File: src/rtl/lane_hazard_ctrl.sv
`default_nettype none
// ============================================================================
// Module   : lane_hazard_ctrl
// Purpose  : Scrolls N independent hazard lanes (logs/cars) horizontally
//            across the game grid. Each lane has its own direction and
//            step period (shared base period plus a per-lane skew). The
//            shared base period shortens on every level-up down to a floor.
//            Lanes can be paused and restarted. Publishes packed lane X/Y
//            positions and one-cycle step pulses that let the player ride
//            floating elements.
// Revision : 1.0 - initial release
// ============================================================================
module lane_hazard_ctrl #(
    parameter int                     c_NUM_LANES    = 4,
    parameter int                     c_GRID_W       = 14,
    parameter int                     c_LANE_Y_BASE  = 5,
    parameter int                     c_INIT_X       = 13,
    parameter int                     c_INIT_SPACING = 3,
    parameter logic [c_NUM_LANES-1:0] c_DIR_MASK     = 4'b1010,
    parameter int                     c_BASE_COUNT   = 4000000,
    parameter int                     c_LANE_SKEW    = 500000,
    parameter int                     c_STEP_COUNT   = 250000,
    parameter int                     c_MIN_COUNT    = 1000000
) (
    input  logic                       i_Clk,
    input  logic                       i_Reset,
    input  logic                       i_Enable,
    input  logic                       i_Restart,
    input  logic                       i_Level_Up,
    output logic [6*c_NUM_LANES-1:0]   o_Lane_X,
    output logic [6*c_NUM_LANES-1:0]   o_Lane_Y,
    output logic [c_NUM_LANES-1:0]     o_Lane_Step,
    output logic [3:0]                 o_Level
);

    // ------------------------------------------------------------------------
    // Constants
    // ------------------------------------------------------------------------
    localparam logic [31:0] c_BASE_PERIOD = 32'(c_BASE_COUNT);
    localparam logic [31:0] c_PERIOD_DEC  = 32'(c_STEP_COUNT);
    localparam logic [31:0] c_PERIOD_MIN  = 32'(c_MIN_COUNT);
    localparam logic [3:0]  c_LEVEL_MAX   = 4'd15;
    localparam logic [5:0]  c_X_MAX       = 6'(c_GRID_W - 1);

    // ------------------------------------------------------------------------
    // Shared speed state
    // ------------------------------------------------------------------------
    logic [31:0] r_period;
    logic [3:0]  r_level;
    logic [31:0] w_period_next;

    // Next base period after a level-up: subtract the decrement, but never
    // go below the floor. Compare in 33 bits so floor + decrement cannot wrap.
    always_comb begin
        w_period_next = c_PERIOD_MIN;
        if ({1'b0, r_period} >= ({1'b0, c_PERIOD_MIN} + {1'b0, c_PERIOD_DEC})) begin
            w_period_next = r_period - c_PERIOD_DEC;
        end
    end

    // Base period and level register; level-up is honoured even while paused
    // or restarting, only a full reset overrides it.
    always_ff @(posedge i_Clk) begin
        if (i_Reset) begin
            r_period <= c_BASE_PERIOD;
            r_level  <= 4'd0;
        end else if (i_Level_Up) begin
            r_period <= w_period_next;
            if (r_level != c_LEVEL_MAX) begin
                r_level <= r_level + 4'd1;
            end
        end
    end

    assign o_Level = r_level;

    // ------------------------------------------------------------------------
    // Per-lane position engines
    // ------------------------------------------------------------------------
    generate
        for (genvar i = 0; i < c_NUM_LANES; i++) begin : g_lane
            localparam logic [5:0]  c_START_X   = 6'((c_INIT_X + i * c_INIT_SPACING) % c_GRID_W);
            localparam logic [5:0]  c_Y         = 6'(c_LANE_Y_BASE + i);
            localparam logic [31:0] c_SKEW      = 32'(i * c_LANE_SKEW);
            localparam logic        c_DIR_RIGHT = c_DIR_MASK[i];

            logic [31:0] r_cnt;
            logic [5:0]  r_x;
            logic        r_step;
            logic [31:0] w_lane_period;
            logic        w_due;
            logic [5:0]  w_next_x;

            // Lane period follows the live base period, so a step due in the
            // same cycle as a level-up is judged against the old period. The
            // >= compare lets a counter already past a shortened period step
            // on its next enabled cycle instead of running on to wrap.
            always_comb begin
                w_lane_period = r_period + c_SKEW;
                w_due         = (r_cnt >= (w_lane_period - 32'd1));
            end

            // One-cell move with wrap-around; positions outside the grid are
            // pulled back onto a legal cell so nothing illegal is ever output.
            always_comb begin
                w_next_x = r_x;
                if (c_DIR_RIGHT) begin
                    if (r_x >= c_X_MAX) begin
                        w_next_x = 6'd0;
                    end else begin
                        w_next_x = r_x + 6'd1;
                    end
                end else begin
                    if (r_x == 6'd0 || r_x > c_X_MAX) begin
                        w_next_x = c_X_MAX;
                    end else begin
                        w_next_x = r_x - 6'd1;
                    end
                end
            end

            // Counter, position and step pulse; restart beats stepping, and
            // a paused lane holds its count so resuming picks up where it left.
            always_ff @(posedge i_Clk) begin
                if (i_Reset || i_Restart) begin
                    r_cnt  <= 32'd0;
                    r_x    <= c_START_X;
                    r_step <= 1'b0;
                end else if (i_Enable) begin
                    if (w_due) begin
                        r_cnt  <= 32'd0;
                        r_x    <= w_next_x;
                        r_step <= 1'b1;
                    end else begin
                        r_cnt  <= r_cnt + 32'd1;
                        r_step <= 1'b0;
                    end
                end else begin
                    r_step <= 1'b0;
                end
            end

            assign o_Lane_X[6*i +: 6] = r_x;
            assign o_Lane_Y[6*i +: 6] = c_Y;
            assign o_Lane_Step[i]     = r_step;
        end
    endgenerate

endmodule
`default_nettype wire
File: config.mk
export PLATFORM = sky130hd
export DESIGN_NAME = lane_hazard_ctrl
export DESIGN_NICKNAME = d
export VERILOG_FILES = /design/src/rtl/lane_hazard_ctrl.sv
export SDC_FILE = /design/constraint.sdc
export NUM_CORES = 1
export LEC_CHECK = 0
export BUFFER_PORTS_ARGS = -buffer_cell sky130_fd_sc_hd__buf_2
export CAP_MARGIN = 20
export CORE_MARGIN = 2
export CORE_UTILIZATION = 52
export CTS_BUF_LIST = sky130_fd_sc_hd__clkbuf_8
export CTS_CLUSTER_DIAMETER = 100
export DETAILED_ROUTE_END_ITERATION = 8
export PLACE_DENSITY = 0.75
export SYNTH_ARGS = -nofsm -noshare
export SYNTH_HDL_FRONTEND = slang
export SYNTH_SLANG_ARGS = --single-unit
File: constraint.sdc
create_clock -name i_Clk -period 6.5 [get_ports i_Clk]
set_clock_uncertainty 0.1 [all_clocks]
set_input_delay 1.3 -clock i_Clk [delete_from_list [all_inputs] [get_ports i_Clk]]
set_output_delay 1.3 -clock i_Clk [all_outputs]
set_load 0.005 [all_outputs]
Word level (Yosys, flattened, before mapping)
Index checks and enable logic that the tools add are counted.
{"block": "totals", "in_bits": 5, "register_bits": 192, "elab_cells": 66, "out_inout_bits": 56}
{"block": "classes", "addsub": 17, "magnitude_cmp": 9, "eq_ne": 1, "bitwise_logic": 1, "n_reduce_logical": 11, "n_mux": 13}
{"operator": "$mux 32", "n": 5}
{"operator": "$add 32x1->32 const B", "n": 4}
{"operator": "$ge 32x32->1", "n": 4}
{"operator": "$sub 32x1->32 const B", "n": 4}
{"operator": "$add 32x19->32 const B", "n": 1}
{"operator": "$add 32x20->32 const B", "n": 1}
{"operator": "$add 32x21->32 const B", "n": 1}
{"operator": "$ge 32x21->1 const B", "n": 1}
{"operator": "$sub 32x18->32 const B", "n": 1}
{"operator": "$mux 6", "n": 4}
{"operator": "$add 6x1->6 const B", "n": 2}
{"operator": "$ge 6x4->1 const B", "n": 2}
{"operator": "$gt 6x4->1 const B", "n": 2}
{"operator": "$logic_not 6->1", "n": 2}
{"operator": "$sub 6x1->6 const B", "n": 2}
{"operator": "$reduce_and 2->1", "n": 5}
{"operator": "$add 4x1->4 const B", "n": 1}
{"operator": "$mux 1", "n": 4}
{"operator": "$ne 4x4->1 const B", "n": 1}
{"operator": "$logic_or 1x1->1", "n": 3}
{"operator": "$reduce_or 2->1", "n": 1}
{"operator": "$not 1->1", "n": 1}

Depth between registers and ports, before layout
Gate-level depths: netlist of run 1.
{"block": "depth", "ltp_word": 4, "depth_mapped": 19, "ltp_nobuf": 17}

Least setup slack after synthesis of run 1
OpenSTA, ideal clock, no wires.
{"block": "synth_path", "kind": "register to register", "startpoint": "register r_period[4]", "endpoint": "register g_lane[2].r_cnt[10]", "required_ns": 6.272, "n_path_buf": 3, "setup_time_ns": 0.128, "path_stages_with_launch": 19, "slack_ns": 2.354, "period_less_slack_ns": 4.146, "arrival_ns": 3.918, "cell_sequence": "dfxtp_1 clkbuf_1 inv_1 ha_1 inv_1 a31oi_1 nor3_1 o21ai_0 and3_1 clkbuf_1 nor4_1 xnor2_1 ha_1 nand4_1 nor4_1 nand2_1 o221ai_1 clkbuf_1 nor2_1"}
{"block": "synth_via", "elab_chain_len": 4}
{"element": "from (decl)", "line": "48", "rtl": "logic [31:0] r_period;"}
{"element": "from (signal assigned)", "line": "65", "rtl": "r_period <= c_BASE_PERIOD;"}
{"element": "from (signal assigned)", "line": "68", "rtl": "r_period <= w_period_next;"}
{"element": "$add 32x20->32", "line": "99", "rtl": "w_lane_period = r_period + c_SKEW;"}
{"element": "$sub 32x1->32", "line": "100", "rtl": "w_due = (r_cnt >= (w_lane_period - 32'd1));"}
{"element": "$ge 32x32->1", "line": "100"}
{"element": "$mux 32", "line": "130", "rtl": "if (w_due) begin"}
{"element": "to (signal assigned)", "line": "135", "rtl": "r_cnt <= r_cnt + 32'd1;"}
{"element": "to (decl)", "line": "87", "rtl": "logic [31:0] r_cnt;"}
No other way between the ends.
A chain may end at the register's enable or synchronous reset.

Final worst setup path of run 1
{"block": "layout_path", "startpoint": "register r_period[4]", "endpoint": "register g_lane[0].r_x[5]"}
{"block": "layout_via", "elab_chain_len": 3}
{"element": "$sub 32x1->32", "line": "100"}
{"element": "$ge 32x32->1", "line": "100"}
{"element": "$reduce_and 2->1 (no source line)"}
{"element": "to (signal assigned)", "line": "127", "rtl": "r_x <= c_START_X;"}
{"element": "to (signal assigned)", "line": "132", "rtl": "r_x <= w_next_x;"}
{"element": "to (decl)", "line": "88", "rtl": "logic [5:0] r_x;"}
No other way between the ends.

==> flow_summary_export.csv, run 1 <==
group,metric,value,unit
clock_network,cts-resized-gates,0,
sta,relSlewSlack,0.311,
sta,finalMaxSlewViolations,0,
drt,wl_per_cell,15.6,um
setup_path,critPathKind,"reg -> reg",
drt,antenna_left,0,
floorplan,initial_utilization,0.529,
grt,grt_pass1_vias,10473,
floorplan,coreArea,24200,um^2
clock_network,numCtsBuffers,17,
placed_design,place_ws,1.59,ns
power_and_ir_drop,ir_drop,0.136,mV
placed_design,dpl.hpwl,22.8,mm
sta,setup_violations,0,
grt,overflow,0,
setup_path,worst_path_largest_cell_delay,0.80,ns
yosys,synth-seq-cells,188,
grt,antenna_found_initial,0,
grt,grt_usage,0.232,
clock_network,h-tree-depth,4,
layout,layout-drive-gt1-share,0.0549,
yosys,ys_types,70,
clock_network,clock_latency,0.48,ns
setup_path,slowest_stage,"nor4_1",
floorplan,die-area,26000,um^2
clock_network,clkSinkCount,188,
run_status,status,"finished, final reports clean",
setup_path,crit_chain,"nor4_1 > and3_1 > nand3_1 > nor3_2 > nand2_1 > xor2_1 > ha_1 > a21oi_1 > o21ai_0 > a221oi_1 > nand4_1 > a21o_1 > buf_4 > o22ai_1",
sta,fin_crit,4.98,ns
layout,fin_nets,1732,
yosys,synth-edff-count,0,
setup_path,cp_max_fo,30,
yosys,avgSynthCellArea,8.02,um^2
floorplan,die_w,161,um
layout,fill_cells,2312,
setup_path,crit_path_start,"r_period[4]",
sta,hold_viol,0,
layout,mostFrequentLayoutCells,"240 x nor2_1, 188 x dfxtp_1, 144 x nand2_1",
sta,max_clock_freq,0.201,GHz
layout,final_common_cell,"nor2_1",
sta,tightest_slew,1.03,ns
layout,syn_to_final_growth,5.01,%
layout,diodes,0,
setup_path,r2r_start,"r_period[4]",
placed_design,globalplace.congestion,0.915,
min_path,hp-class,"reg -> reg",
layout,final_area,13500,um^2
setup_path,arrival,5.30,ns
grt,grt_max_degree,34,
clock_network,ctsHoldBuffers,0,
layout,seq_area,3760,um^2
placed_design,dp.cells,1894,
clock_network,clk_pin_slew_worst_paths,0.11,ns
sta,rsz0062_at_grt,"no",
yosys,ys.flop_type,"dfxtp_1",
yosys,synth_warnings,0,
placed_design,dpl_cell_area,13000,um^2
drt,firstDrtPassIters,7,
yosys,synthArstFlopShare,0,
clock_network,cts_tree,"built",
grt,grt_pass1_wl,50.1,mm
yosys,syn_area,12800,um^2
clock_network,clock_path_buffers,2,
power_and_ir_drop,leakagePower,5.21,nW
clock_network,root_buffer,"clkbuf_8",
power_and_ir_drop,p_per_area,176,nW/um^2
drt,vias,10977,
setup_path,worstSetupEndpointType,"flip-flop",
drt,drc,0,
yosys,seq_area_frac_synth,0.293,
clock_network,post_cts_buffers,0,
setup_path,start_kind,"flip-flop",
floorplan,pin_count,61,
sta,setup_slack,1.52,ns
floorplan,rows,57,
drt,drt_iter0_markers,799,
job,cap_violations,0,
sta,setup_tns,0,ns
sta,hold_slack,0.394,ns
drt,wl,30.1,mm
min_path,hp-start,"g_lane[0].r_x[5]",
drt,vias_per_cell,5.70,
floorplan,die_h,161,um
layout,fin_cells,1926,
setup_path,worst_ep_required_time,6.82,ns
layout,multi_input_area,8490,um^2
placed_design,io_buffer_count,36,
sta,fin_crit_sh,0.767,
yosys,netlist_instances,1600,
==> synth_stat cells (10+ instances only) <==
| cell type | count | share of area |
|---|---|---|
| a21o_1 | 21 | 0.012 |
| ha_1 | 138 | 0.13 |
| and3_1 | 19 | 0.0093 |
| buf_1 | 10 | 0.0029 |
| clkbuf_1 | 46 | 0.013 |
| a21oi_1 | 82 | 0.032 |
| nand3_1 | 69 | 0.027 |
| nor3_1 | 41 | 0.016 |
| inv_1 | 43 | 0.013 |
| buf_4 | 28 | 0.016 |
| o21ai_0 | 43 | 0.017 |
| o211ai_1 | 10 | 0.0058 |
| nor4_1 | 17 | 0.0083 |
| xor2_1 | 116 | 0.079 |
| dfxtp_1 | 188 | 0.29 |
| nand2_1 | 144 | 0.042 |
| or3_1 | 20 | 0.0097 |
| nor2_1 | 240 | 0.070 |
| xnor2_1 | 118 | 0.080 |
| nand4_1 | 64 | 0.031 |
==> sequential cells by signal (all words and copies together), names as in the netlist <==
signal         count
o_Level            4
g_lane.r_cnt     128
r_period          28
g_lane.r_x        24
g_lane.r_step      4
==> layer usage <==
metal	vias up	GRT usage	wire, um
li1	5499	-	-
met1	5068	0.297	13500
met2	332	0.399	14200
met3	78	0.0298	1440
met4	0	0.0905	913
met5	-	0	0
==> power breakdown <==
group          leakage, nW  switching, mW  internal, mW
clock                0.219          0.470         0.402
combinational         3.48          0.185         0.110
sequential            1.52         0.0454          1.16
==> worst max-delay path, delay by kind of cell, from the launching register on <==
family,cells,cell delay (ns)
fa+ha+maj,1,0.33
buf+inv,1,0.26
compound gates,5,1.39
simple gates,6,2.17
flops,1,0.49
xor+xnor,1,0.18
==> final cells by class <==
cell class	instances	share of cell area
clock buffer	18	0.0184
timing repair buffer	40	0.0156
clock inverter	14	0.0137
sequential	188	0.279
tap	324	0.0301
inverter	47	0.0131
multi-input combinational	1295	0.630
==> per-stage QoR <==
step	power, mW	utilization
floorplan	1.46	-
global placement	1.52	0.538
detailed placement	1.53	0.538
CTS	2.39	0.556
global route	2.48	0.556
finish	2.38	0.556
==> worst paths after layout <==
kind	end	slack (ns)	cells after the start
hold / removal	g_lane[0].r_x[5]	0.39	2
setup reg to reg	g_lane[0].r_x[5]	1.52	14
setup / recovery	g_lane[0].r_x[5]	1.52	14
hold reg to reg	g_lane[0].r_x[5]	0.39	2
==> cell families after synthesis <==
kind of cell / count (synthesis) / synth area share
AO/OA/AOI/OAI: 226 / 0.111
flip-flops: 188 / 0.293
multiplexers: 2 / 0.00166
adder cells (fa/ha/maj): 138 / 0.134
buffers and inverters: 139 / 0.0522
AND/OR/NAND/NOR: 671 / 0.247
XOR/XNOR: 234 / 0.160
other: 2 / 0.000585
Power figures use the tool's default switching activity.
==> run 2: changes to the inputs <==
PLACE_DENSITY = 0.78   (was 0.75)
clock period = 4.31 ns   (was 6.5 ns; I/O delays follow)
==> flow_summary_export.csv, run 2 (synthesis gave the netlist of run 1 again) <==
group,metric,value,unit
run_status,status,"finished, final reports clean",
drt,firstDrtPassIters,6,
setup_path,worst_ep_required_time,4.64,ns
clock_network,clkSinkCount,188,
setup_path,slowest_stage,"or4_1",
layout,fill_cells,2236,
placed_design,dpl.hpwl,24.1,mm
sta,setup_violations,0,
min_path,hp-class,"reg -> reg",
layout,final_core_util,0.577,
layout,largest_reg_flops,128,
grt,antenna_found_initial,0,
layout,final_area,14000,um^2
layout,diodes,0,
floorplan,initial_utilization,0.529,
placed_design,io_buffer_count,36,
floorplan,coreArea,24200,um^2
setup_path,critPathKind,"reg -> reg",
drt,vias_per_cell,5.73,
power_and_ir_drop,swShare,0.326,
drt,drt_iter0_markers,927,
layout,layout-drive-gt1-share,0.0955,
setup_path,crit_chain,"or4_1 > nor2_1 > and3_1 > nand3_2 > nor3_4 > nand2_1 > xor2_1 > ha_1 > nand4_1 > nor4_4 > o211ai_1 > a31oi_1 > nor2b_1 > or3_1 > o22ai_1",
setup_path,r2r_slack,0.11,ns
layout,fin_nets,1784,
sta,setup_tns,0,ns
clock_network,ctsHoldBuffers,0,
clock_network,root_buffer,"clkbuf_8",
floorplan,die_w,161,um
setup_path,worstSetupEndpointType,"flip-flop",
floorplan,pin_count,61,
drt,wl_per_cell,16.1,um
placed_design,dpl_cell_area,13400,um^2
setup_path,start_kind,"flip-flop",
clock_network,cts_tree,"built",
power_and_ir_drop,p_int,2.42,mW
floorplan,die_h,161,um
drt,drc,0,
layout,multi_input_area,8590,um^2
sta,max_clock_freq,0.238,GHz
power_and_ir_drop,switchingPower,1.17,mW
clock_network,numCtsBuffers,17,
drt,antenna_left,0,
grt,grt_usage,0.245,
drt,vias,11325,
clock_network,h-tree-depth,4,
power_and_ir_drop,p_per_area,256,nW/um^2
sta,hold_viol,0,
layout,mostFrequentLayoutCells,"240 x nor2_1, 182 x dfxtp_1, 144 x nand2_1",
power_and_ir_drop,leakagePower,5.50,nW
drt,wl,31.8,mm
setup_path,arrival,4.53,ns
power_and_ir_drop,power_frac_clock,0.348,
sta,relSlewSlack,0.499,
sta,fin_crit,4.20,ns
layout,final_common_cell,"nor2_1",
grt,grt_max_degree,33,
sta,finalMaxSlewViolations,0,
setup_path,cp_max_fo,9,
layout,top_regs,"g_lane.r_cnt: 128 flops, r_period: 28 flops, g_lane.r_x: 24 flops",
clock_network,clock_latency,0.49,ns
power_and_ir_drop,finalPower,3.59,mW
grt,grt_pass1_wl,52.6,mm
floorplan,rows,57,
setup_path,worst_path_largest_cell_delay,0.58,ns
power_and_ir_drop,p_comb_frac,0.149,
power_and_ir_drop,pwr-share-seq,0.502,
placed_design,globalplace.congestion,0.907,
sta,fin_crit_sh,0.974,
layout,syn_to_final_growth,8.97,%
job,cap_violations,0,
power_and_ir_drop,ir_drop,0.200,mV
grt,overflow,0,
floorplan,die-area,26000,um^2
clock_network,clk_pin_slew_worst_paths,0.12,ns
grt,grt_pass1_vias,10784,
layout,top_register,"g_lane.r_cnt",
sta,hold_slack,0.395,ns
sta,tightest_slew,0.745,ns
clock_network,clock_path_buffers,2,
layout,seq_area,3770,um^2
==> run 2: power by group through the flow <==
stage	Sequential (mW)	Combinational (mW)	Clock [mW]
3_5_place_dp	1.84	0.517	0
4_1_cts	1.80	0.524	1.26
3_3_place_gp	1.84	0.504	0
6_report	1.80	0.535	1.25
2_1_floorplan	1.81	0.399	0
5_1_grt	1.81	0.588	1.34
==> run 2: what timing repair did <==
item	in CTS	in global routing
setup buffers	0	3
endpoints found under the setup margin	4	152
resized for setup	3	21
gates cloned	0	0
pin swaps	0	5
==> run 2: cell type report <==
type | instances | area share
Tap cell | 324 | 0.0290
Multi-Input combinational cell | 1295 | 0.614
Timing Repair Buffer | 92 | 0.0447
Sequential cell | 188 | 0.270
Inverter | 47 | 0.0126
Clock buffer | 17 | 0.0167
Clock inverter | 15 | 0.0136
==> run 2: final timing paths <==
| kind | start | end | cells after the start |
|---|---|---|---|
| worst min register to register | g_lane[0].r_x[4] | g_lane[0].r_x[4] | 2 |
| worst max register to register | r_period[8] | g_lane[0].r_x[5] | 15 |
| worst min-delay path | g_lane[0].r_x[4] | g_lane[0].r_x[4] | 2 |
| worst max-delay path | r_period[8] | g_lane[0].r_x[5] | 15 |
==> run 2: worst max-delay path: cells and delay by family, from the launching register on <==
family | cells | cell delay [ns]
xor gates and xnor gates | 1 | 0.19
AOI/OAI and AO/OA | 3 | 0.54
DFF | 1 | 0.42
and+or+nand+nor | 10 | 2.56
adders and majority gates | 1 | 0.34
==> run 2: per-stage QoR <==
step                      std cells  worst slack (ns)
after global routing           1978           -0.0351
after global placement         1943            0.0330
final                          1978             0.110
after floorplan                1622             0.164
after CTS                      1975            0.0246
after detailed placement       1943           -0.0868
==> run 2: per-layer routing <==
metal / vias up / track usage / part of all wire
met5: - / 0 / 0
met4: 0 / 0.0694 / 0.019
met3: 51 / 0.0370 / 0.050
met2: 331 / 0.423 / 0.48
met1: 5355 / 0.318 / 0.45
li1: 5588 / - / -
